**src/rtl/fold_pkg.sv**
```systemverilog
// Shared constants and types for the fold arbiter.
//   FOLD_IN_W  : width of one requester operand
//   FOLD_OUT_W : width of a folded result
//   FOLD_NREQ  : default number of requesters
//   fold_id_t  : requester index type for the default configuration
package fold_pkg;

    localparam int unsigned FOLD_IN_W  = 64;
    localparam int unsigned FOLD_OUT_W = 32;
    localparam int unsigned FOLD_NREQ  = 4;
    localparam int unsigned FOLD_ID_W  = $clog2(FOLD_NREQ);

    typedef logic [FOLD_ID_W-1:0] fold_id_t;

endpackage

```
**src/rtl/fold64.sv**
```systemverilog
// Combinational 64->32 XOR fold: bit k of the result is in[k] ^ in[k+32].
// Ports:
//   data_i : 64-bit operand
//   data_o : 32-bit folded result
module fold64
    import fold_pkg::*;
(
    input  logic [FOLD_IN_W-1:0]  data_i,
    output logic [FOLD_OUT_W-1:0] data_o
);

    assign data_o = data_i[FOLD_OUT_W-1:0] ^ data_i[FOLD_IN_W-1:FOLD_OUT_W];

endmodule

```
**src/rtl/fold_arbiter.sv**
```systemverilog
// Round-robin arbiter feeding a single registered fold stage.
// One requester is granted per cycle when the output register can accept a
// new value; its operands are folded and the result is presented one cycle
// later together with the requester index.
// Ports:
//   clk, rst   : clock, synchronous active-high reset
//   req_valid  : per-requester request valid
//   req_ready  : per-requester accept (one-hot or zero)
//   req_a/b    : packed 64-bit operands, requester i at [64*i +: 64]
//   out_valid  : folded result valid
//   out_ready  : downstream accept
//   out_aa/bb  : folded operands of the served requester
//   out_id     : index of the served requester
//   grant_cnt  : saturating count of request handshakes
module fold_arbiter
    import fold_pkg::*;
#(
    parameter int unsigned NREQ  = FOLD_NREQ,
    parameter int unsigned CNT_W = 16
) (
    input  logic                      clk,
    input  logic                      rst,
    input  logic [NREQ-1:0]           req_valid,
    output logic [NREQ-1:0]           req_ready,
    input  logic [NREQ*FOLD_IN_W-1:0] req_a,
    input  logic [NREQ*FOLD_IN_W-1:0] req_b,
    output logic                      out_valid,
    input  logic                      out_ready,
    output logic [FOLD_OUT_W-1:0]     out_aa,
    output logic [FOLD_OUT_W-1:0]     out_bb,
    output logic [$clog2(NREQ)-1:0]   out_id,
    output logic [CNT_W-1:0]          grant_cnt
);

    localparam int unsigned ID_W = $clog2(NREQ);

    logic                  out_valid_q;
    logic [FOLD_OUT_W-1:0] out_aa_q;
    logic [FOLD_OUT_W-1:0] out_bb_q;
    logic [ID_W-1:0]       out_id_q;
    logic [ID_W-1:0]       ptr_q;
    logic [CNT_W-1:0]      grant_cnt_q;

    logic                  can_load;
    logic                  any_grant;
    logic                  handshake;
    logic [ID_W-1:0]       grant_id;
    logic [ID_W-1:0]       scan_idx;
    logic [NREQ-1:0]       grant;
    logic [FOLD_IN_W-1:0]  sel_a;
    logic [FOLD_IN_W-1:0]  sel_b;
    logic [FOLD_OUT_W-1:0] fold_a;
    logic [FOLD_OUT_W-1:0] fold_b;

    assign can_load = !out_valid_q || out_ready;

    // Scan from ptr in cyclic order; NREQ is a power of two so the ID_W-bit
    // sum wraps around naturally.
    always_comb begin
        any_grant = 1'b0;
        grant_id  = '0;
        scan_idx  = '0;
        grant     = '0;
        for (int unsigned k = 0; k < NREQ; k++) begin
            scan_idx = ptr_q + ID_W'(k);
            if (!any_grant && req_valid[scan_idx]) begin
                any_grant = 1'b1;
                grant_id  = scan_idx;
            end
        end
        grant[grant_id] = any_grant;
    end

    // Reset blocks accepts so nothing is consumed that would be discarded.
    assign req_ready = (can_load && !rst) ? grant : '0;
    assign handshake = can_load && any_grant;

    assign sel_a = req_a[grant_id*FOLD_IN_W +: FOLD_IN_W];
    assign sel_b = req_b[grant_id*FOLD_IN_W +: FOLD_IN_W];

    fold64 u_fold_a (
        .data_i (sel_a),
        .data_o (fold_a)
    );

    fold64 u_fold_b (
        .data_i (sel_b),
        .data_o (fold_b)
    );

    always_ff @(posedge clk) begin
        if (rst) begin
            out_valid_q <= 1'b0;
            out_aa_q    <= '0;
            out_bb_q    <= '0;
            out_id_q    <= '0;
            ptr_q       <= '0;
            grant_cnt_q <= '0;
        end else begin
            if (can_load) begin
                // A drain with no new winner empties the stage.
                out_valid_q <= any_grant;
            end
            if (handshake) begin
                out_aa_q <= fold_a;
                out_bb_q <= fold_b;
                out_id_q <= grant_id;
                ptr_q    <= grant_id + 1'b1;
                if (grant_cnt_q != '1) begin
                    grant_cnt_q <= grant_cnt_q + 1'b1;
                end
            end
        end
    end

    assign out_valid = out_valid_q;
    assign out_aa    = out_aa_q;
    assign out_bb    = out_bb_q;
    assign out_id    = out_id_q;
    assign grant_cnt = grant_cnt_q;

endmodule

```
**config.mk**
```make
export PLATFORM = sky130hd
export DESIGN_NAME = fold_arbiter
export DESIGN_NICKNAME = d
export VERILOG_FILES = /design/src/rtl/fold_pkg.sv /design/src/rtl/fold64.sv /design/src/rtl/fold_arbiter.sv
export SDC_FILE = /design/constraint.sdc
export NUM_CORES = 1
export LEC_CHECK = 0
export CAP_MARGIN = 0
export CORE_AREA = 2 2 236 238
export CTS_BUF_LIST = sky130_fd_sc_hd__clkbuf_4
export CTS_CLUSTER_DIAMETER = 100
export DETAILED_ROUTE_END_ITERATION = 10
export DIE_AREA = 0 0 238 240
export PLACE_DENSITY_LB_ADDON = 0.25
export SYNTH_ARGS = -nofsm -noshare
export SYNTH_HDL_FRONTEND = slang
export SYNTH_SLANG_ARGS = --single-unit
```
**constraint.sdc**
```tcl
create_clock -name clk -period 1.76 [get_ports clk]
set_input_delay 0.264 -clock clk [delete_from_list [all_inputs] [get_ports clk]]
set_output_delay 0.264 -clock clk [all_outputs]
set_load 0.05 [all_outputs]
```
==> results list <==
- Kind of capture point of the worst setup path: output pin
- IR analysis of the VDD net gives a maximum drop of ~0.29 mV.
- The synthesized design contains 85 register bits.
* Port Buf Inserts: 605
- Worst slew pin tran: about 0.5 ns
* Routed length per instance: roughly 22 um
* Post-placement cell count: 2,250
- STA puts the critical path data arrival time at around 2.2 ns.
- The tool flagged a number of max-cap violations equal to 0.
- The worst path uses 138% of the clock period.
- Slowest stage cell, crit path: dfxtp_4
- Seq/Total Area, Yosys: a little over a fifth
- Most common library cell in the layout ignoring fill and taps: clkdlybuf4s50_1
- Initial core utilization: between 10% and 20%
* Number of iterations in the first detailed-routing pass: 5
- Fraction of final layout cells with drive strength greater than 1: 28.5%
- The number of endpoints with negative hold slack in the final report was 0.
- Post-synthesis to final-layout area growth: 125%
- Area of the placeable core: approximately 55,000 um2
- Number of buffers inserted during clock tree synthesis: 9
- Global routing used 17.0% of the available tracks across all layers.
- Summing every instance area after synthesis gives about 8000 um2.
- For the worst setup path, the data required time is 1.50 ns.
- The HPWL after detailed placement is about 37,000 um.
- Post-route core utilization: between 30% and 40%
- Per report_power, the clock group accounts for between 10% and 20% of the total.
- Power spread over the standard cell area amounts to a little over 600 nW/um2.
- Classification of the worst setup path: reg2out
- M1 GR Usage: between 10% and 20%
- Worst skew pair latency: just under 0.6 ns
- STA classifies the critical path startpoint as a flop.
- Async set or reset register ratio after synthesis: 0%
- Clock skew on the completed layout was measured at between 0.01 and 0.015 ns.
- In the global route stage, met3 resource usage came out at under 10%.
- Seq pwr share: roughly 22%
- Minimum clock period after layout: 2.44 ns
- Leakage power: slightly above 6 nW
- Final estimated routing congestion in global placement: 0.801
* Maximum clock frequency: 0.410 GHz
* Wirelength, routed: 51,100 um
- Global Route met2 Usage: 32.9%
- Number of unique standard cell types used by synthesis: 39
* Width of the chip: around 240 um
* Via count: 10,400
- The kind of cell with the highest combined delay along the critical path is buffers and inverters.
* Maximum fanout along the worst path: 4
* Most Frequent Cell on Critical Path: buf_12
* Top-level I/O count: between 600 and 700
- The floorplan step defined a die boundary enclosing 57,100 um2.
* TritonCTS clock tree: built
* Class of the most critical hold timing path: in2reg
- In this run the number of H-tree levels came out at 3.
- In this run switching power makes up ~44% of total power.
* Buffers from clock root to sink, at most: 2
- Stage delay of the slowest cell on the critical path: 0.40 ns
* Post-route non-filler standard cell count: ~2,300
- The tree built by TritonCTS fans out to between 80 and 90 sinks.
- Critical-path cell list: nand2_4 > a311oi_2 > buf_4 > or2_4 > buf_8 > buf_12 > nor4_4 > buf_12
* DR iter-0 viols: roughly 410
- During synthesis, Yosys emitted a total of 0 warnings.
* Syn_nets: around 1,500
* Avg Synthesized Cell Area: 8.59 um2
- Violated checks: negative setup slack
* Initial antenna violation count: 2
- RSZ-0062 raised after global routing: yes
- Primary flip-flop cell chosen by synthesis mapping: dfxtp_1
- In this run the tightest slew margin relative to its limit is between 60% and 70%.
- In the layout the commonest cells are 515 x clkdlybuf4s50_1, 267 x xnor2_1, 175 x buf_4, 74 x nand2_1, 71 x dfxtp_1.
- In the synthesized netlist, the number of instances is around 930.
* Global-route wire length before repair: 71,300 um
- The number of max-slew violations in the final report is 0.
- The die is approximately 240 um tall.
* Internal Pwr Total: 0.00617 W
* Fill cell total of the finished layout: 5,689
- Portion of total power attributed to combinational logic: roughly 67%
- Worst slack on hold paths: approximately 0.22 ns
- Entering global routing, the biggest net connects 52 pins.
- Root buffer cell: clkbuf_4
- In the routed design, unresolved DRC markers number 0.
- For this design the total switching power over the nets is slightly below 0.005 W.
- In this run the core area contains 86 standard-cell rows.
- The count of nets left with antenna violations once routing finished came out at 0.
* Number of global-route vias before repair: around 11,000
- Number of flops mapped to enable cells by yosys: 0
- Net count reported at finish: between 2,000 and 2,500
- CTS clock-pin slew for the worst setup and hold paths: ~0.16 ns
- Setup slack on the critical path of the routed design comes to -0.677 ns.
- Dividing the detail-routed via count by the number of cells gives between 4 and 5.
- Setup violators final: 69
* Number of buffer and inverter instances along the worst setup path: 4
* Outcome: complete, but fails checks
* Total gr overflow: 0
* Layer with the highest usage after global routing: met2
==> routing by layer <==
metal	vias to the layer above	share of wire [%]
met5	-	0
li1	4950	-
met2	443	54
met4	0	2.1
met3	54	5.9
met1	4958	38
==> worst paths after layout <==
path / end / cells after the start / startpoint / slack (ns)
setup reg to reg: out_bb[0] / 14 / ptr_q[1] / -0.63
hold / removal: grant_cnt[5] / 3 / rst / 0.22
hold reg to reg: out_id[1] / 2 / out_id[1] / 0.47
setup / recovery: req_ready[3] / 8 / ptr_q[1] / -0.68
==> power groups by stage <==
| stage | Clock, W | Sequential, W | Combinational, W |
|---|---|---|---|
| floorplan | 0 | 0.00322 | 0.00210 |
| CTS | 0.00125 | 0.00246 | 0.00724 |
| global route | 0.00134 | 0.00249 | 0.00787 |
| finish | 0.00119 | 0.00247 | 0.00746 |
| detailed placement | 0 | 0.00241 | 0.00577 |
| global placement | 0 | 0.00241 | 0.00576 |
==> cells by family after synthesis <==
group / synth area share (%)
AO/OA/AOI/OAI: 29.9
XOR/XNOR: 29.4
adder cells (fa/ha/maj): 0.156
buffers and inverters: 5.50
flip-flops: 21.2
multiplexers: 0.125
AND/OR/NAND/NOR: 13.6
==> cells in the mapped netlist, types with 5 or more instances <==
library cell | instances | area [um2]
a2111oi_2 | 61 | 916
a21oi_1 | 72 | 360
buf_2 | 13 | 65.1
buf_4 | 5 | 37.5
buf_6 | 7 | 78.8
clkbuf_1 | 67 | 251
dfxtp_1 | 85 | 1700
nand2_1 | 78 | 293
nand3_1 | 7 | 35.0
nand4_1 | 69 | 432
nor2_1 | 20 | 75.1
nor3_1 | 7 | 35.0
nor4_1 | 10 | 62.6
o31ai_1 | 64 | 480
o32ai_1 | 64 | 561
xnor2_1 | 267 | 2340
==> worst register-to-register path, stage by stage (launching register included) <==
cell and delay (ns):
dfxtp_4 0.40, nand2_4 0.08, a311oi_2 0.10, buf_4 0.15
or2_4 0.24, buf_8 0.13, buf_6 0.10, buf_6 0.11
buf_8 0.12, buf_16 0.14, buf_16 0.14, buf_12 0.12
buf_4 0.13, o32ai_2 0.26, a2111oi_2 0.06
==> registers in the layout (all words and copies together), names as in the netlist <==
| register | flops |
|---|---|
| out_id | 2 |
| grant_cnt | 16 |
| out_aa | 32 |
| out_bb | 32 |
| ptr_q | 2 |
| out_valid | 1 |
==> final cells by class <==
type | instances | area (um2) | area share, %
well taps | 704 | 881 | 4.88
clock inverters | 5 | 28.8 | 0.159
flip-flops and latches | 85 | 1730 | 9.56
diodes | 4 | 10.0 | 0.0554
clock buffers | 10 | 75.1 | 0.415
repair buffers | 782 | 8050 | 44.5
inverters | 1 | 3.75 | 0.0208
multi-input cells | 754 | 7290 | 40.4
==> what timing repair did <==
action	in CTS	in global routing
pin swaps	90	25
setup endpoints to repair	69	73
hold buffers	1	0
gates resized for setup	193	61
buffers inserted	40	33
gates cloned	13	2
endpoints found under the hold margin	6	0
==> metrics by stage <==
step | TNS (ns) | cell area [um2] | total power (W) | setup slack [ns]
2_1_floorplan | -2.94 | 8120 | 0.00531 | -0.146
3_3_place_gp | -65.54 | 15400 | 0.00817 | -0.909
3_5_place_dp | -66.11 | 15400 | 0.00818 | -0.911
4_1_cts | -34.60 | 17600 | 0.0110 | -0.747
5_1_grt | -37.98 | 18100 | 0.0117 | -0.822
6_report | -31.18 | 18100 | 0.0111 | -0.677
Note: power is estimated with default switching activity, not from simulation.
